**src/rtl/cipher_vault_ctrl.sv**
```systemverilog
// ============================================================================
// cipher_vault_ctrl : byte-serial keyed cipher sequencer with 10-entry vault,
// constant-time decrypt authentication, lockout and status window timing.
// Revision: 1.0
// ============================================================================
`default_nettype none

module cipher_vault_ctrl #(
   parameter int          DEPTH      = 10,
   parameter int          MAX_TRIES  = 3,
   parameter int          HOLD_TICKS = 3,
   parameter logic [7:0]  IV         = 8'd5
) (
   input  logic        msclk,
   input  logic        rst_n,
   input  logic        enc_req,
   input  logic        dec_req,
   input  logic [7:0]  key,
   input  logic [79:0] code_in,
   input  logic        tick_1hz,
   output logic        busy,
   output logic        done,
   output logic        ok,
   output logic        fail,
   output logic [79:0] code_out,
   output logic [3:0]  count,
   output logic        vault_full,
   output logic [1:0]  tries_left,
   output logic        locked,
   output logic        status_active
);

   localparam int          TW         = $clog2(HOLD_TICKS + 1);
   localparam logic [3:0]  LAST_SLOT  = 4'(DEPTH - 1);
   localparam logic [3:0]  LAST_BYTE  = 4'd9;
   localparam logic [3:0]  DEPTH_L    = 4'(DEPTH);
   localparam logic [1:0]  TRIES_INIT = 2'(MAX_TRIES);
   localparam logic [TW-1:0] HOLD_LAST = TW'(HOLD_TICKS - 1);

   typedef enum logic [2:0] {
      S_IDLE   = 3'd0,
      S_SEARCH = 3'd1,
      S_CRYPT  = 3'd2,
      S_STORE  = 3'd3,
      S_FINISH = 3'd4,
      S_LOCKED = 3'd5
   } state_t;

   state_t        state_q, state_d;
   logic          is_enc_q, is_enc_d;
   logic [79:0]   data_q, data_d;
   logic [7:0]    key_q, key_d;
   logic [7:0]    prev_q, prev_d;
   logic [3:0]    step_q, step_d;
   logic          hit_q, hit_d;
   logic          busy_q, busy_d;
   logic          done_q, done_d;
   logic          ok_q, ok_d;
   logic          fail_q, fail_d;
   logic [79:0]   code_out_q, code_out_d;
   logic [3:0]    count_q, count_d;
   logic [1:0]    tries_q, tries_d;
   logic          locked_q, locked_d;
   logic          status_q, status_d;
   logic [TW-1:0] tick_cnt_q, tick_cnt_d;
   logic [79:0]   slot_code_q [DEPTH];
   logic [79:0]   slot_code_d [DEPTH];
   logic [7:0]    slot_key_q  [DEPTH];
   logic [7:0]    slot_key_d  [DEPTH];
   logic [DEPTH-1:0] slot_valid_q, slot_valid_d;

   logic [7:0] byte_in, enc_sum, dec_diff, byte_out, prev_next;
   logic       slot_match;

   // Zero bytes bypass the cipher and leave the chaining value untouched.
   always_comb begin
      byte_in  = data_q[79:72];
      enc_sum  = prev_q + key_q + byte_in;
      dec_diff = byte_in - prev_q - key_q;
      byte_out = 8'd0;
      prev_next = prev_q;
      if (byte_in != 8'd0) begin
         if (is_enc_q) begin
            byte_out  = {2'b00, enc_sum[5:0]};
            prev_next = byte_in;
         end else begin
            byte_out  = {2'b00, dec_diff[5:0]};
            prev_next = byte_out;
         end
      end
      slot_match = slot_valid_q[step_q] && (slot_code_q[step_q] == data_q)
                   && (slot_key_q[step_q] == key_q);
   end

   always_comb begin
      state_d      = state_q;
      is_enc_d     = is_enc_q;
      data_d       = data_q;
      key_d        = key_q;
      prev_d       = prev_q;
      step_d       = step_q;
      hit_d        = hit_q;
      busy_d       = busy_q;
      done_d       = 1'b0;
      ok_d         = ok_q;
      fail_d       = fail_q;
      code_out_d   = code_out_q;
      count_d      = count_q;
      tries_d      = tries_q;
      locked_d     = locked_q;
      status_d     = status_q;
      tick_cnt_d   = tick_cnt_q;
      slot_code_d  = slot_code_q;
      slot_key_d   = slot_key_q;
      slot_valid_d = slot_valid_q;

      case (state_q)
         S_IDLE: begin
            if (enc_req || dec_req) begin
               data_d   = code_in;
               key_d    = key;
               prev_d   = IV;
               step_d   = 4'd0;
               hit_d    = 1'b0;
               busy_d   = 1'b1;
               ok_d     = 1'b0;
               fail_d   = 1'b0;
               is_enc_d = enc_req;
               state_d  = enc_req ? S_CRYPT : S_SEARCH;
            end
         end
         // Every slot is visited regardless of an early hit so timing leaks nothing.
         S_SEARCH: begin
            hit_d = hit_q | slot_match;
            if (step_q == LAST_SLOT) begin
               step_d  = 4'd0;
               state_d = (hit_q | slot_match) ? S_CRYPT : S_FINISH;
            end else begin
               step_d = step_q + 4'd1;
            end
         end
         S_CRYPT: begin
            data_d = {data_q[71:0], byte_out};
            prev_d = prev_next;
            if (step_q == LAST_BYTE) begin
               step_d  = 4'd0;
               state_d = is_enc_q ? S_STORE : S_FINISH;
            end else begin
               step_d = step_q + 4'd1;
            end
         end
         S_STORE: begin
            done_d     = 1'b1;
            busy_d     = 1'b0;
            code_out_d = data_q;
            if (count_q < DEPTH_L) begin
               slot_code_d[count_q]  = data_q;
               slot_key_d[count_q]   = key_q;
               slot_valid_d[count_q] = 1'b1;
               count_d = count_q + 4'd1;
               ok_d    = 1'b1;
            end else begin
               fail_d = 1'b1;
            end
            state_d = S_IDLE;
         end
         S_FINISH: begin
            done_d = 1'b1;
            busy_d = 1'b0;
            if (hit_q) begin
               ok_d       = 1'b1;
               code_out_d = data_q;
               tries_d    = TRIES_INIT;
               state_d    = S_IDLE;
            end else begin
               fail_d     = 1'b1;
               code_out_d = 80'd0;
               tries_d    = tries_q - 2'd1;
               if (tries_q == 2'd1) begin
                  locked_d = 1'b1;
                  state_d  = S_LOCKED;
               end else begin
                  state_d = S_IDLE;
               end
            end
         end
         S_LOCKED: state_d = S_LOCKED;
         default:  state_d = S_IDLE;
      endcase

      // A tick coinciding with the done pulse does not advance the window.
      if (done_d) begin
         status_d   = 1'b1;
         tick_cnt_d = '0;
      end else if (locked_q) begin
         status_d = 1'b1;
      end else if (status_q && tick_1hz && !done_q) begin
         if (tick_cnt_q == HOLD_LAST) begin
            status_d   = 1'b0;
            tick_cnt_d = '0;
         end else begin
            tick_cnt_d = tick_cnt_q + 1'b1;
         end
      end
   end

   always_ff @(posedge msclk or negedge rst_n) begin
      if (!rst_n) begin
         state_q      <= S_IDLE;
         is_enc_q     <= 1'b0;
         data_q       <= '0;
         key_q        <= '0;
         prev_q       <= '0;
         step_q       <= '0;
         hit_q        <= 1'b0;
         busy_q       <= 1'b0;
         done_q       <= 1'b0;
         ok_q         <= 1'b0;
         fail_q       <= 1'b0;
         code_out_q   <= '0;
         count_q      <= '0;
         tries_q      <= TRIES_INIT;
         locked_q     <= 1'b0;
         status_q     <= 1'b0;
         tick_cnt_q   <= '0;
         slot_code_q  <= '{default: '0};
         slot_key_q   <= '{default: '0};
         slot_valid_q <= '0;
      end else begin
         state_q      <= state_d;
         is_enc_q     <= is_enc_d;
         data_q       <= data_d;
         key_q        <= key_d;
         prev_q       <= prev_d;
         step_q       <= step_d;
         hit_q        <= hit_d;
         busy_q       <= busy_d;
         done_q       <= done_d;
         ok_q         <= ok_d;
         fail_q       <= fail_d;
         code_out_q   <= code_out_d;
         count_q      <= count_d;
         tries_q      <= tries_d;
         locked_q     <= locked_d;
         status_q     <= status_d;
         tick_cnt_q   <= tick_cnt_d;
         slot_code_q  <= slot_code_d;
         slot_key_q   <= slot_key_d;
         slot_valid_q <= slot_valid_d;
      end
   end

   assign busy          = busy_q;
   assign done          = done_q;
   assign ok            = ok_q;
   assign fail          = fail_q;
   assign code_out      = code_out_q;
   assign count         = count_q;
   assign vault_full    = (count_q == DEPTH_L);
   assign tries_left    = tries_q;
   assign locked        = locked_q;
   assign status_active = status_q;

endmodule

`default_nettype wire

```
**config.mk**
```make
export PLATFORM = sky130hd
export DESIGN_NAME = cipher_vault_ctrl
export DESIGN_NICKNAME = d
export VERILOG_FILES = /design/src/rtl/cipher_vault_ctrl.sv
export SDC_FILE = /design/constraint.sdc
export NUM_CORES = 2
export LEC_CHECK = 0
export ABC_AREA = 1
export BUFFER_PORTS_ARGS = -buffer_cell sky130_fd_sc_hd__buf_2
export CAP_MARGIN = 20
export CORE_AREA = 2 2 308 310
export DETAILED_ROUTE_END_ITERATION = 8
export DIE_AREA = 0 0 310 312
export PLACE_DENSITY = 0.74
export SLEW_MARGIN = 40
export SYNTH_ARGS = -nofsm -noshare
export SYNTH_HDL_FRONTEND = slang
export SYNTH_SLANG_ARGS = --single-unit
```
**constraint.sdc**
```tcl
create_clock -name msclk -period 2.38 [get_ports msclk]
set_input_delay 0.119 -clock msclk [delete_from_list [all_inputs] [get_ports msclk]]
set_output_delay 0.119 -clock msclk [all_outputs]
set_load 0.1 [all_outputs]
```
==> impl_metrics.ini <==
[min_path]
hold_path.class = in -> reg
hold_path_depth = 6
min-delay-start = dec_req
hold_path_end = state_q[1]

[worst_setup_path]
max_stage_delay_ns = 0.57
start_kind = flop
r2r_end = state_q[1]
r2r_slack_ns = -0.58
r2r_cells = 21
crit_chain = buf_12, buf_12, bufbuf_16, nand2_2, nand3_1, nand3_1, nand3_2, buf_6, nand3_1, nand2_2, nor2_1, nand2_1, nor2_1, nand2_1, nor2_4, nand3_4, nand2_1, nand2_1, nand2_1, nand2_1, nand2_1
r2r_start = step_q[0]
end_kind = flop
path_max_fanout = 11
path_common_cell = nand2_1
slowest_stage = dfrtp_4
cp_data_arrival_time_ns = 3.61
crit_type = reg -> reg
required_ns = 3.03

[clock_network]
cts.sinks = 1087
cts_tree = done
cts_buffer_depth = 3
htreeDepth = 3
cts_buffers = 112
clk_latency_ns = 0.73
clk_pin_slew_worst_paths_ns = 0.06
root_buffer = clkbuf_16

[grt]
grt_usage_pct = 36.83
antenna_found_initial = 3
grt_max_degree = 178
grt-ovfl-total = 0
grt_pass1_vias = 45990
grt_pass1_wl_mm = 272.4

[synthesis]
synthTopCellsByArea = dfrtp_1 53%, nand2_1 18%, o21ai_0 10%
synth_top_cell_area_share_pct = 53.29
syn_nets = 6617
synthArstFlopShare_pct = 100.0
ys_types = 39
ys_ff_latch = 1087
synth_top_area_cell = dfrtp_1
ys.warnings.count = 0
postSynthCellCount = 6497
synth_area_mm2 = 0.05095
synth-edff-count = 0
synthFlopType = dfrtp_1
synth_seq_area_share_pct = 53.39
synth_area_per_cell_um2 = 7.842

[placement]
dp_slack_ns = -1.088
post_dp_cell_area_mm2 = 0.05569
port_buffers = 185
dp_cells = 7840
dp_hpwl_mm = 112.2
place.gp.congestion = 0.9709

[drt]
routedWlPerCell_um = 21.87
drt-vias-per-instance = 5.850
via_count = 47930
wl_met1_mm = 65.38
wl_met3_mm = 17.30
drt.antenna.violating_nets = 0
met2_length_mm = 79.74
drt-total-wl_mm = 179.2
dr.pass1.iters = 7
drtIter0Drc = 6284
top_layer = met5
drc = 0

[pwr]
ir_drop_mv = 0.9161
power_mw = 99.42
sequentialPowerShare_pct = 30.4
swShare_pct = 46.59
power.switching_mw = 46.32
power_leakage_nw = 30.88
clkPwrFrac_pct = 18.6
p_int_mw = 53.10
p_per_area_mw_per_mm2 = 1593
p_comb_share_pct = 51.0

[sta]
rsz0062_at_grt = yes
setup_violations = 46
min_period_over_period_pct = 124.5
slew_headroom_pct = 46.43
finalSetupTns_ns = -3.449
setup_slack_ns = -0.5822
finClkSkew_ns = 0.03415
period_minus_slack_ns = 2.962
hold_slack_ns = 0.007122
worstMarginPinSlew_ns = 0.7982
drv_slew = 0
max_freq_mhz = 337.6
finalHoldViolCount = 0

[final_layout]
syn_to_final_growth_pct = 22.51
final_cell_area_mm2 = 0.06242
layout.cells.non_filler = 8194
mostFrequentLayoutCell = nand2_1
fin_util_pct = 67.08
final_nets = 6956
drive_gt1_share_pct = 15.23
layout_common_cells = 2395 x nand2_1, 1078 x dfrtp_1, 1005 x o21ai_0, 381 x nand3_1, 325 x buf_4

[run]
cap_violations = 0

[status]
violations = setup timing
status = complete, but fails checks

[floorplanning]
die_area_mm2 = 0.09672
io_pins = 186
row_count = 112
initial_utilization_pct = 54.75
die_w_um = 310
coreArea_mm2 = 0.09305
die_h_um = 312
## state kept, by name, indices dropped and copies added, names as in the netlist, 2 cells and up
register      cells
key_q             8
tick_cnt_q        2
count             4
slot_code_q     800
data_q           80
tries_left        2
code_out         80
state_q           3
prev_q            6
slot_key_q       80
step_q            4
slot_valid_q     10
## layer usage
metal  global-route usage [%]  vias up
met1                    46.25    22840
met5                        0        -
met4                    29.14        6
met2                    55.70     2734
li1                         -    21630
met3                    7.398      730
## synthesized netlist by cell type, drive strengths merged, types with 16 or more instances
cell type / count
a21oi: 17
a221oi: 64
buf: 155
clkbuf: 365
dfrtp: 1085
ha: 16
inv: 325
nand2: 2455
nand3: 452
nor2: 301
nor3: 69
o211ai: 17
o21ai: 1034
o31ai: 81
## power groups by stage
stage	clock, mW	combinational (mW)	sequential, mW
final	18.5	50.7	30.2
after floorplan	0	23.2	34.1
after global placement	0	43.7	29.9
after detailed placement	0	44.5	30.1
after CTS	18.6	48.1	29.9
after global routing	19.4	54.2	30.8
## worst max path at each step
stage	start	endpoint	slack (ns)	depth (start not counted)
after floorplan	count[0]	slot_code_q[470]	0.03	7
after global placement	step_q[0]	state_q[1]	-1.09	22
after detailed placement	step_q[0]	state_q[1]	-1.09	22
after CTS	step_q[0]	state_q[1]	-0.48	20
after global routing	step_q[0]	state_q[1]	-0.65	23
final	step_q[0]	state_q[1]	-0.58	21
## cells by family (layout without fill, tap and decap cells)
group                    after synthesis  after routing  synth area share (%)
AO/OA/AOI/OAI                       1233           1233                 13.17
XOR/XNOR                              10             10                0.1719
adder cells (fa/ha/maj)               27             27                0.8251
buffers and inverters                848           1284                 6.805
flip-flops                          1087           1087                 53.39
multiplexers                           1              1               0.02210
other                                  0              6                     0
AND/OR/NAND/NOR                     3291           3292                 25.62
## layout make-up
class | count | area, um^2
Antenna cell | 6 | 15.01
Fill cell | 7294 | 30630
Clock buffer | 172 | 3422
Multi-Input combinational cell | 4563 | 21160
Timing Repair Buffer | 743 | 7272
Inverter | 328 | 1265
Timing Repair inverter | 1 | 16.27
Clock inverter | 40 | 480.5
Tap cell | 1254 | 1569
Sequential cell | 1087 | 27220
## critical path: cells and delay by family, from the launching register on
family                 cells  cell delay (ns)
buffers and inverters      4             0.75
and+or+nand+nor           17             1.54
DFF                        1             0.57
## repair_timing
action,in CTS,in global routing
hold buffers,89,0
buffers inserted,20,9
endpoints found under the hold margin,751,0
gates resized for setup,163,124
setup endpoints to repair,10,235
pin swaps,45,52
cloned,16,3
(Power assumes the default switching activity.)
